### src/rtl/trace_capture_pkg.sv
// Shared grid geometry, FSM state encoding and cell-index helper for the
// spell trace capture path and the trace renderer.
package trace_capture_pkg;

  localparam int GRID_ROW0 = 40;
  localparam int GRID_COL0 = 120;
  localparam int CELL_PX   = 100;
  localparam int GRID_N    = 4;
  localparam int N_CELLS   = GRID_N * GRID_N;

  typedef enum logic [1:0] {
    ST_IDLE  = 2'd0,
    ST_ARM   = 2'd1,
    ST_TRACE = 2'd2,
    ST_DONE  = 2'd3
  } state_t;

  // Cell 0 is top-left, cell 15 bottom-right; same order the renderer uses.
  function automatic logic [3:0] cell_index(input logic [1:0] grid_row,
                                            input logic [1:0] grid_col);
    return {grid_row, grid_col};
  endfunction

endpackage

### src/rtl/trace_capture_grid_cell_map.sv
// Combinational screen position -> 4x4 grid cell lookup built from compare
// chains. A boundary pixel belongs to the lower/right cell.
module grid_cell_map
  import trace_capture_pkg::*;
(
  input  logic [8:0] i_row,
  input  logic [9:0] i_col,
  output logic       o_in_grid,
  output logic [3:0] o_cell
);

  localparam logic [8:0] ROW_LO = 9'(GRID_ROW0);
  localparam logic [8:0] ROW_B1 = 9'(GRID_ROW0 + CELL_PX);
  localparam logic [8:0] ROW_B2 = 9'(GRID_ROW0 + 2 * CELL_PX);
  localparam logic [8:0] ROW_B3 = 9'(GRID_ROW0 + 3 * CELL_PX);
  localparam logic [8:0] ROW_HI = 9'(GRID_ROW0 + GRID_N * CELL_PX - 1);

  localparam logic [9:0] COL_LO = 10'(GRID_COL0);
  localparam logic [9:0] COL_B1 = 10'(GRID_COL0 + CELL_PX);
  localparam logic [9:0] COL_B2 = 10'(GRID_COL0 + 2 * CELL_PX);
  localparam logic [9:0] COL_B3 = 10'(GRID_COL0 + 3 * CELL_PX);
  localparam logic [9:0] COL_HI = 10'(GRID_COL0 + GRID_N * CELL_PX - 1);

  logic [1:0] w_grid_row;
  logic [1:0] w_grid_col;

  always_comb begin
    w_grid_row = 2'd0;
    if (i_row >= ROW_B3) begin
      w_grid_row = 2'd3;
    end else if (i_row >= ROW_B2) begin
      w_grid_row = 2'd2;
    end else if (i_row >= ROW_B1) begin
      w_grid_row = 2'd1;
    end else begin
      w_grid_row = 2'd0;
    end
  end

  always_comb begin
    w_grid_col = 2'd0;
    if (i_col >= COL_B3) begin
      w_grid_col = 2'd3;
    end else if (i_col >= COL_B2) begin
      w_grid_col = 2'd2;
    end else if (i_col >= COL_B1) begin
      w_grid_col = 2'd1;
    end else begin
      w_grid_col = 2'd0;
    end
  end

  assign o_in_grid = (i_row >= ROW_LO) && (i_row <= ROW_HI) &&
                     (i_col >= COL_LO) && (i_col <= COL_HI);
  assign o_cell    = cell_index(w_grid_row, w_grid_col);

endmodule

### src/rtl/trace_capture.sv
// Spell trace capture: marks each 4x4 grid cell the wand cursor dwells in and
// reports the final 16-bit bitmap when capture stops or times out.
module trace_capture
  import trace_capture_pkg::*;
#(
  parameter int DWELL_CYC   = 2_500_000,
  parameter int TIMEOUT_CYC = 150_000_000
) (
  input  logic                 clk,
  input  logic                 reset,
  input  logic                 start,
  input  logic                 stop,
  input  logic                 pos_valid,
  input  logic [8:0]           pos_row,
  input  logic [9:0]           pos_col,
  output logic [N_CELLS-1:0]   trace,
  output logic                 trace_valid,
  output logic                 busy,
  output logic [4:0]           cell_count
);

  localparam int DW = $clog2(DWELL_CYC + 1);
  localparam int TW = $clog2(TIMEOUT_CYC);
  localparam logic [DW-1:0] DWELL_MAX = DW'(DWELL_CYC);
  localparam logic [TW-1:0] TO_LAST   = TW'(TIMEOUT_CYC - 1);

  state_t              r_state;
  state_t              w_state_nxt;
  logic                r_inq;
  logic [3:0]          r_cell_q;
  logic [3:0]          r_cell_prev;
  logic [DW-1:0]       r_dwell;
  logic [DW-1:0]       w_dwell_nxt;
  logic [TW-1:0]       r_timeout;
  logic [N_CELLS-1:0]  r_trace;
  logic [4:0]          r_cell_count;
  logic                r_trace_valid;
  logic                r_busy;
  logic                w_in_grid;
  logic [3:0]          w_cell;
  logic                w_mark;

  grid_cell_map u_grid_cell_map (
    .i_row     (pos_row),
    .i_col     (pos_col),
    .o_in_grid (w_in_grid),
    .o_cell    (w_cell)
  );

  always_comb begin
    w_state_nxt = r_state;
    case (r_state)
      ST_IDLE: begin
        if (start) begin
          w_state_nxt = ST_ARM;
        end else begin
          w_state_nxt = ST_IDLE;
        end
      end
      ST_ARM: w_state_nxt = ST_TRACE;
      ST_TRACE: begin
        if (stop || (r_timeout == TO_LAST)) begin
          w_state_nxt = ST_DONE;
        end else begin
          w_state_nxt = ST_TRACE;
        end
      end
      ST_DONE: w_state_nxt = ST_IDLE;
      default: w_state_nxt = ST_IDLE;
    endcase
  end

  // Run length of consecutive in-grid samples in the same cell, saturating.
  always_comb begin
    w_dwell_nxt = r_dwell;
    if (!r_inq) begin
      w_dwell_nxt = '0;
    end else if (r_cell_q != r_cell_prev) begin
      w_dwell_nxt = DW'(1);
    end else if (r_dwell == DWELL_MAX) begin
      w_dwell_nxt = r_dwell;
    end else begin
      w_dwell_nxt = r_dwell + DW'(1);
    end
  end

  assign w_mark = (r_state == ST_TRACE) && r_inq &&
                  (w_dwell_nxt == DWELL_MAX) && !r_trace[r_cell_q];

  always_ff @(posedge clk) begin
    if (reset) begin
      r_state       <= ST_IDLE;
      r_inq         <= 1'b0;
      r_cell_q      <= 4'd0;
      r_cell_prev   <= 4'd0;
      r_dwell       <= '0;
      r_timeout     <= '0;
      r_trace       <= '0;
      r_cell_count  <= 5'd0;
      r_trace_valid <= 1'b0;
      r_busy        <= 1'b0;
    end else begin
      r_state       <= w_state_nxt;
      r_inq         <= pos_valid & w_in_grid;
      r_cell_q      <= w_cell;
      r_cell_prev   <= r_cell_q;
      r_trace_valid <= (w_state_nxt == ST_DONE);
      r_busy        <= (w_state_nxt == ST_ARM) || (w_state_nxt == ST_TRACE);
      case (r_state)
        ST_ARM: begin
          r_dwell      <= '0;
          r_timeout    <= '0;
          r_trace      <= '0;
          r_cell_count <= 5'd0;
        end
        ST_TRACE: begin
          r_dwell <= w_dwell_nxt;
          // A new mark restarts the inactivity timeout.
          if (w_mark) begin
            r_trace[r_cell_q] <= 1'b1;
            r_cell_count      <= r_cell_count + 5'd1;
            r_timeout         <= '0;
          end else if (r_timeout != TO_LAST) begin
            r_timeout <= r_timeout + TW'(1);
          end else begin
            r_timeout <= r_timeout;
          end
        end
        default: begin
          r_dwell <= r_dwell;
        end
      endcase
    end
  end

  assign trace       = r_trace;
  assign trace_valid = r_trace_valid;
  assign busy        = r_busy;
  assign cell_count  = r_cell_count;

endmodule
### config.mk
export PLATFORM = sky130hd
export DESIGN_NAME = trace_capture
export DESIGN_NICKNAME = d
export VERILOG_FILES = /design/src/rtl/trace_capture_pkg.sv /design/src/rtl/trace_capture_grid_cell_map.sv /design/src/rtl/trace_capture.sv
export SDC_FILE = /design/constraint.sdc
export NUM_CORES = 1
export LEC_CHECK = 0
export ABC_AREA = 0
export BUFFER_PORTS_ARGS = -buffer_cell sky130_fd_sc_hd__buf_2
export CAP_MARGIN = 20
export CORE_ASPECT_RATIO = 0.6
export CORE_UTILIZATION = 60
export CTS_CLUSTER_DIAMETER = 200
export DETAILED_ROUTE_END_ITERATION = 6
export GPL_TIMING_DRIVEN = 0
export PLACE_DENSITY = 0.89
export SLEW_MARGIN = 30
export SYNTH_ARGS = -nofsm -noshare
export SYNTH_HDL_FRONTEND = slang
export SYNTH_SLANG_ARGS = --single-unit
### constraint.sdc
create_clock -name clk -period 6.35 [get_ports clk]
set_input_delay 0.3175 -clock clk [delete_from_list [all_inputs] [get_ports clk]]
set_output_delay 0.3175 -clock clk [all_outputs]
set_load 0.005 [all_outputs]
==> out/results.ini, run 1 <==
[floorplan]
dieArea_um2=8386
core_area_um2=7507
rows=24
start_util_pct=64.03
die_w_um=117.6
die_h_um=71.34
io_pins=47

[logic_synthesis]
async_flop_share_pct=0
synth_warnings=0
synth_top_flop_cell=dfxtp_1
synth_cell_types=75
synth_seq_area_share_pct=34.98
yosysTopAreaCell=dfxtp_1
synth_seq_cells=84
post_synth.cell_area_avg_um2=8.317
syn_nets=609
synth-edff-count=0
synthTopCellsByArea=dfxtp_1 (35%), nand2_1 (5.7%), o21ai_0 (3.9%), nor2_1 (3.0%), a21oi_1 (2.6%)
synth_top_area_share_pct=34.98
synth_area_um2=4807
syn_inst=578

[grt]
grt_first_pass_wirelength_um=23120
grt_usage_pct=34.90
busiest_layer=met2
grt_pass1_vias=4567
grt_max_degree=15
grtUsageMet2_pct=53.32
grt.met3_usage_pct=7.803
overflow=0
antenna_found_initial=0
gr-usage-met1_pct=48.60

[clock_tree]
cts_tree=yes
cts_root_buf=clkbuf_16
cts_resized=0
numCtsBuffers=9
insertion_delay_ps=340
cts_buffer_depth=2
htreeDepth=3
holdBufCountCts=0
clk_pin_slew_ps=60
cts_setup_buffers=0
cts_sinks=84

[worst_setup_path]
endpoint_kind=register
arrival_ps=4240
crit_fanout=10
cp-startpoint=r_dwell[0]
worstSetupStartpointType=register
crit_type=register to register
critPathRequiredTime_ps=6570
rr_startpoint=r_dwell[0]

[final_layout]
final_cell_mix=dfxtp_1 (84), nand2_1 (73), buf_2 (46)
final_area_um2=5474
area_growth_pct=13.87
nFillCells=559
final_core_util_pct=72.92
final_nets=662
layout_commonest_cell=dfxtp_1
ff_latch_area_um2=1682
n_antenna_cell=0
instances_no_fill=740
drive_gt1_share_pct=18.08
multi_input_area_um2=2853

[sta]
period_needed_ps=4017
fmax_mhz=248.9
slew_viol_final=0
period_share_pct=63.26
fin_skew_ps=6.691
maxSlewHeadroom_pct=42.88
worst_pin_slew_ps=856.7
rsz0062_at_grt=no
setup_viol=0
hold_violations=0
fin_setup_tns_ps=0

[drt]
wl_per_cell_um=19.34
drt_iter0_markers=662
routed_wl_um=14310
drc=0
ant_nets=0
via_per_inst=6.811
drt_pre_antenna_iters=7
via_count=5040

[flow_run]
cap_violations=0

[placement]
place_area_um2=5147
place_congestion=0.9687
port_buffers=42
hpwl_um=10060
dp.cells=724

[pwr]
p_total_mw=1.250
p_leak_nw=1.953
ir_drop_mv=0.1937
powerDensity_nw_per_um2=228.4

[hold_path]
hp-class=input pin to register
min_from=pos_valid

[status]
status=completed

==> layer usage <==
metal / vias to the layer above / share of wire, % / routed length [um]
met2: 372 / 42 / 6068
met1: 2340 / 43 / 6115
met4: 0 / 2.2 / 315
met5: - / 0 / 0
li1: 2276 / - / -
met3: 52 / 13 / 1814
==> synthesized netlist by cell type (all sizes together) (11+ instances only) <==
| library cell | number |
|---|---|
| nor3 | 23 |
| o21ai | 38 |
| dfxtp | 84 |
| nand2 | 73 |
| inv | 14 |
| nor4 | 14 |
| clkbuf | 16 |
| or3 | 12 |
| o31ai | 19 |
| buf | 14 |
| a21oi | 26 |
| a31oi | 11 |
| nand4 | 12 |
| nand3 | 24 |
| and3 | 12 |
| nor2 | 38 |
| a31o | 13 |
==> layout make-up <==
type / count / share of cell area (%)
buffer: 31 / 4.023
clock buffer: 11 / 4.434
clock inverter: 5 / 1.531
inverter: 14 / 0.9600
multi-input combinational: 449 / 52.11
sequential: 84 / 30.72
tap: 104 / 2.377
timing repair buffer: 42 / 3.840
==> cell families after synthesis <==
group / count (synthesis) / synth area share [%]
compound gates: 148 / 21.86
fa+ha+maj: 7 / 1.822
buf+inv: 45 / 5.674
mux: 6 / 2.291
simple gates: 276 / 31.18
flops: 84 / 34.98
xor+xnor: 12 / 2.186
==> state kept, by name (all words and copies together), names as in the netlist <==
name,count
cell_count,5
trace,16
trace_valid,1
r_cell_prev,4
r_timeout,28
r_dwell,22
r_cell_q,4
busy,1
r_state,2
r_inq,1
==> metrics by stage <==
step           setup slack (ps)  hold slack, ps
6_report                   2333           218.2
5_1_grt                    2251           212.6
4_1_cts                    2502           213.9
3_5_place_dp               2585           462.6
3_3_place_gp               2610           450.4
2_1_floorplan              3058           424.1
==> worst max-delay path: stages, from the launching register on <==
cell     delay (ps)
dfxtp_1         520
ha_1            320
and3_2          250
nand4_1         290
o21a_1          280
o211a_1         250
or3b_1          360
or4_1           520
o21ai_1         600
buf_2           370
o21ai_0         130
==> final timing paths <==
path              slack (ps)  cells after the start            end
setup / recovery        2330                     10  r_timeout[24]
hold / removal           220                      3          r_inq
setup reg to reg        2330                     10  r_timeout[24]
hold reg to reg          480                      2       trace[8]
==> report_power, final <==
part,internal [mW],total (mW),switching (mW)
registers,0.535,0.543,0.00803
clock network,0.357,0.570,0.213
logic,0.0426,0.137,0.0945
total,0.935,1.25,0.315
Power figures use the tool's default switching activity.
==> run 2, diff against run 1 <==
clock period = 4 ns   (was 6.35 ns; I/O delays follow)
==> out/results.ini, run 2 (synthesis gave the netlist of run 1 again) <==
[status]
status=completed

[clock_tree]
insertion_delay_ps=340
numCtsBuffers=9
cts_setup_buffers=0
cts_sinks=84
cts_resized=0
cts_tree=yes
cts_root_buf=clkbuf_16
cts_buffer_depth=2
htreeDepth=3
clk_pin_slew_ps=60
holdBufCountCts=0

[grt]
grt_pass1_vias=4567
grt_max_degree=15
grt_usage_pct=34.90
overflow=0
antenna_found_initial=0
grt_first_pass_wirelength_um=23120

[final_layout]
instances_no_fill=740
drive_gt1_share_pct=18.55
final_area_um2=5483
final_nets=662
layout_commonest_cell=dfxtp_1
largest_reg_flops=28
area_growth_pct=14.06
n_antenna_cell=0
final_cell_mix=dfxtp_1 (84), nand2_1 (73), buf_2 (46)
nFillCells=558
top_register=r_timeout

[drt]
drc=0
via_count=5073
drt_iter0_markers=658
wl_per_cell_um=19.44
ant_nets=0
drt_pre_antenna_iters=5
via_per_inst=6.855
routed_wl_um=14390

[pwr]
p_leak_nw=1.955
powerDensity_nw_per_um2=362.7
ir_drop_mv=0.3071

[sta]
setup_viol=0
hold_ws_ps=98.95
fin_skew_ps=7.627
rsz0062_at_grt=no
period_share_pct=95.87
hold_violations=0
period_needed_ps=3835
setup_ws_ps=165.1
worst_pin_slew_ps=899.3
slew_viol_final=0
fin_setup_tns_ps=0
maxSlewHeadroom_pct=40.05
fmax_mhz=260.8

[floorplan]
dieArea_um2=8386
start_util_pct=64.03
die_h_um=71.34
io_pins=47
die_w_um=117.6
core_area_um2=7507
rows=24

[placement]
pre_cts_ws_ps=234.8
port_buffers=42
place_area_um2=5147
hpwl_um=10060
dp.cells=724
place_congestion=0.9687

[worst_setup_path]
path_cells=clkbuf_1 > nand4_1 > or4_1 > buf_6 > or3_2 > a21o_1 > nor4_1 > a311o_2 > clkbuf_1 > nor3_1 > a31o_2
crit_fanout=10
slowest_delay_ps=470
arrival_ps=4070
critPathRequiredTime_ps=4230
worstSetupStartpointType=register
cp_slowest_cell=or4_1
critPathMostFrequentCell=clkbuf_1
crit_type=register to register
endpoint_kind=register

[flow_run]
cap_violations=0

[hold_path]
hp-class=input pin to register

-- run 2: cell counts in the layout (fill, tap and decap cells not counted) --
Identical to the previous run, type by type.
-- run 2: path summary, 6_finish.rpt --
kind	start	slack (ps)	end	cells after the start
hold / removal	pos_valid	100	r_inq	3
hold reg to reg	trace[8]	480	trace[8]	2
setup / recovery	r_dwell[10]	170	r_timeout[22]	11
setup reg to reg	r_dwell[10]	170	r_timeout[22]	11
-- run 2: critical path, delay by kind of cell (launching register included) --
| family | cells | cell delay (ps) |
|---|---|---|
| and+or+nand+nor | 5 | 1710 |
| buffers and inverters | 3 | 920 |
| DFF | 1 | 320 |
| AOI/OAI and AO/OA | 3 | 780 |
-- run 2: routing by layer --
| metal | share of wire [%] | global-route usage [%] | vias up | wire (um) |
|---|---|---|---|---|
| met4 | 2.2 | 13.11 | 0 | 314 |
| met2 | 43 | 53.32 | 378 | 6160 |
| li1 | - | - | 2273 | - |
| met1 | 43 | 48.60 | 2377 | 6213 |
| met3 | 12 | 7.803 | 45 | 1698 |
| met5 | 0 | 0 | - | 0 |
-- run 2: stage by stage --
stage                     util [%]  power (mW)
after detailed placement     68.57       1.085
final                        73.03       1.989
after global routing         73.03       2.043
after CTS                    72.92       1.981
after floorplan                  -       1.011
after global placement       68.57       1.077
-- run 2: power breakdown --
part	internal (mW)	leakage [nW]	total, mW	switching [mW]
combinational	0.0685	1.12	0.219	0.151
clock	0.567	0.158	0.907	0.340
sequential	0.850	0.679	0.862	0.0124
total	1.49	1.96	1.99	0.503
-- run 2: area by class of cell --
cell class,count,area [um2],share of cell area (%)
Buffer,31,220.2,4.016
Clock buffer,11,242.7,4.427
Clock inverter,5,83.83,1.529
Inverter,14,52.55,0.9585
Multi-Input combinational cell,449,2861,52.19
Sequential cell,84,1682,30.67
Tap cell,104,130.1,2.373
Timing Repair Buffer,42,210.2,3.834
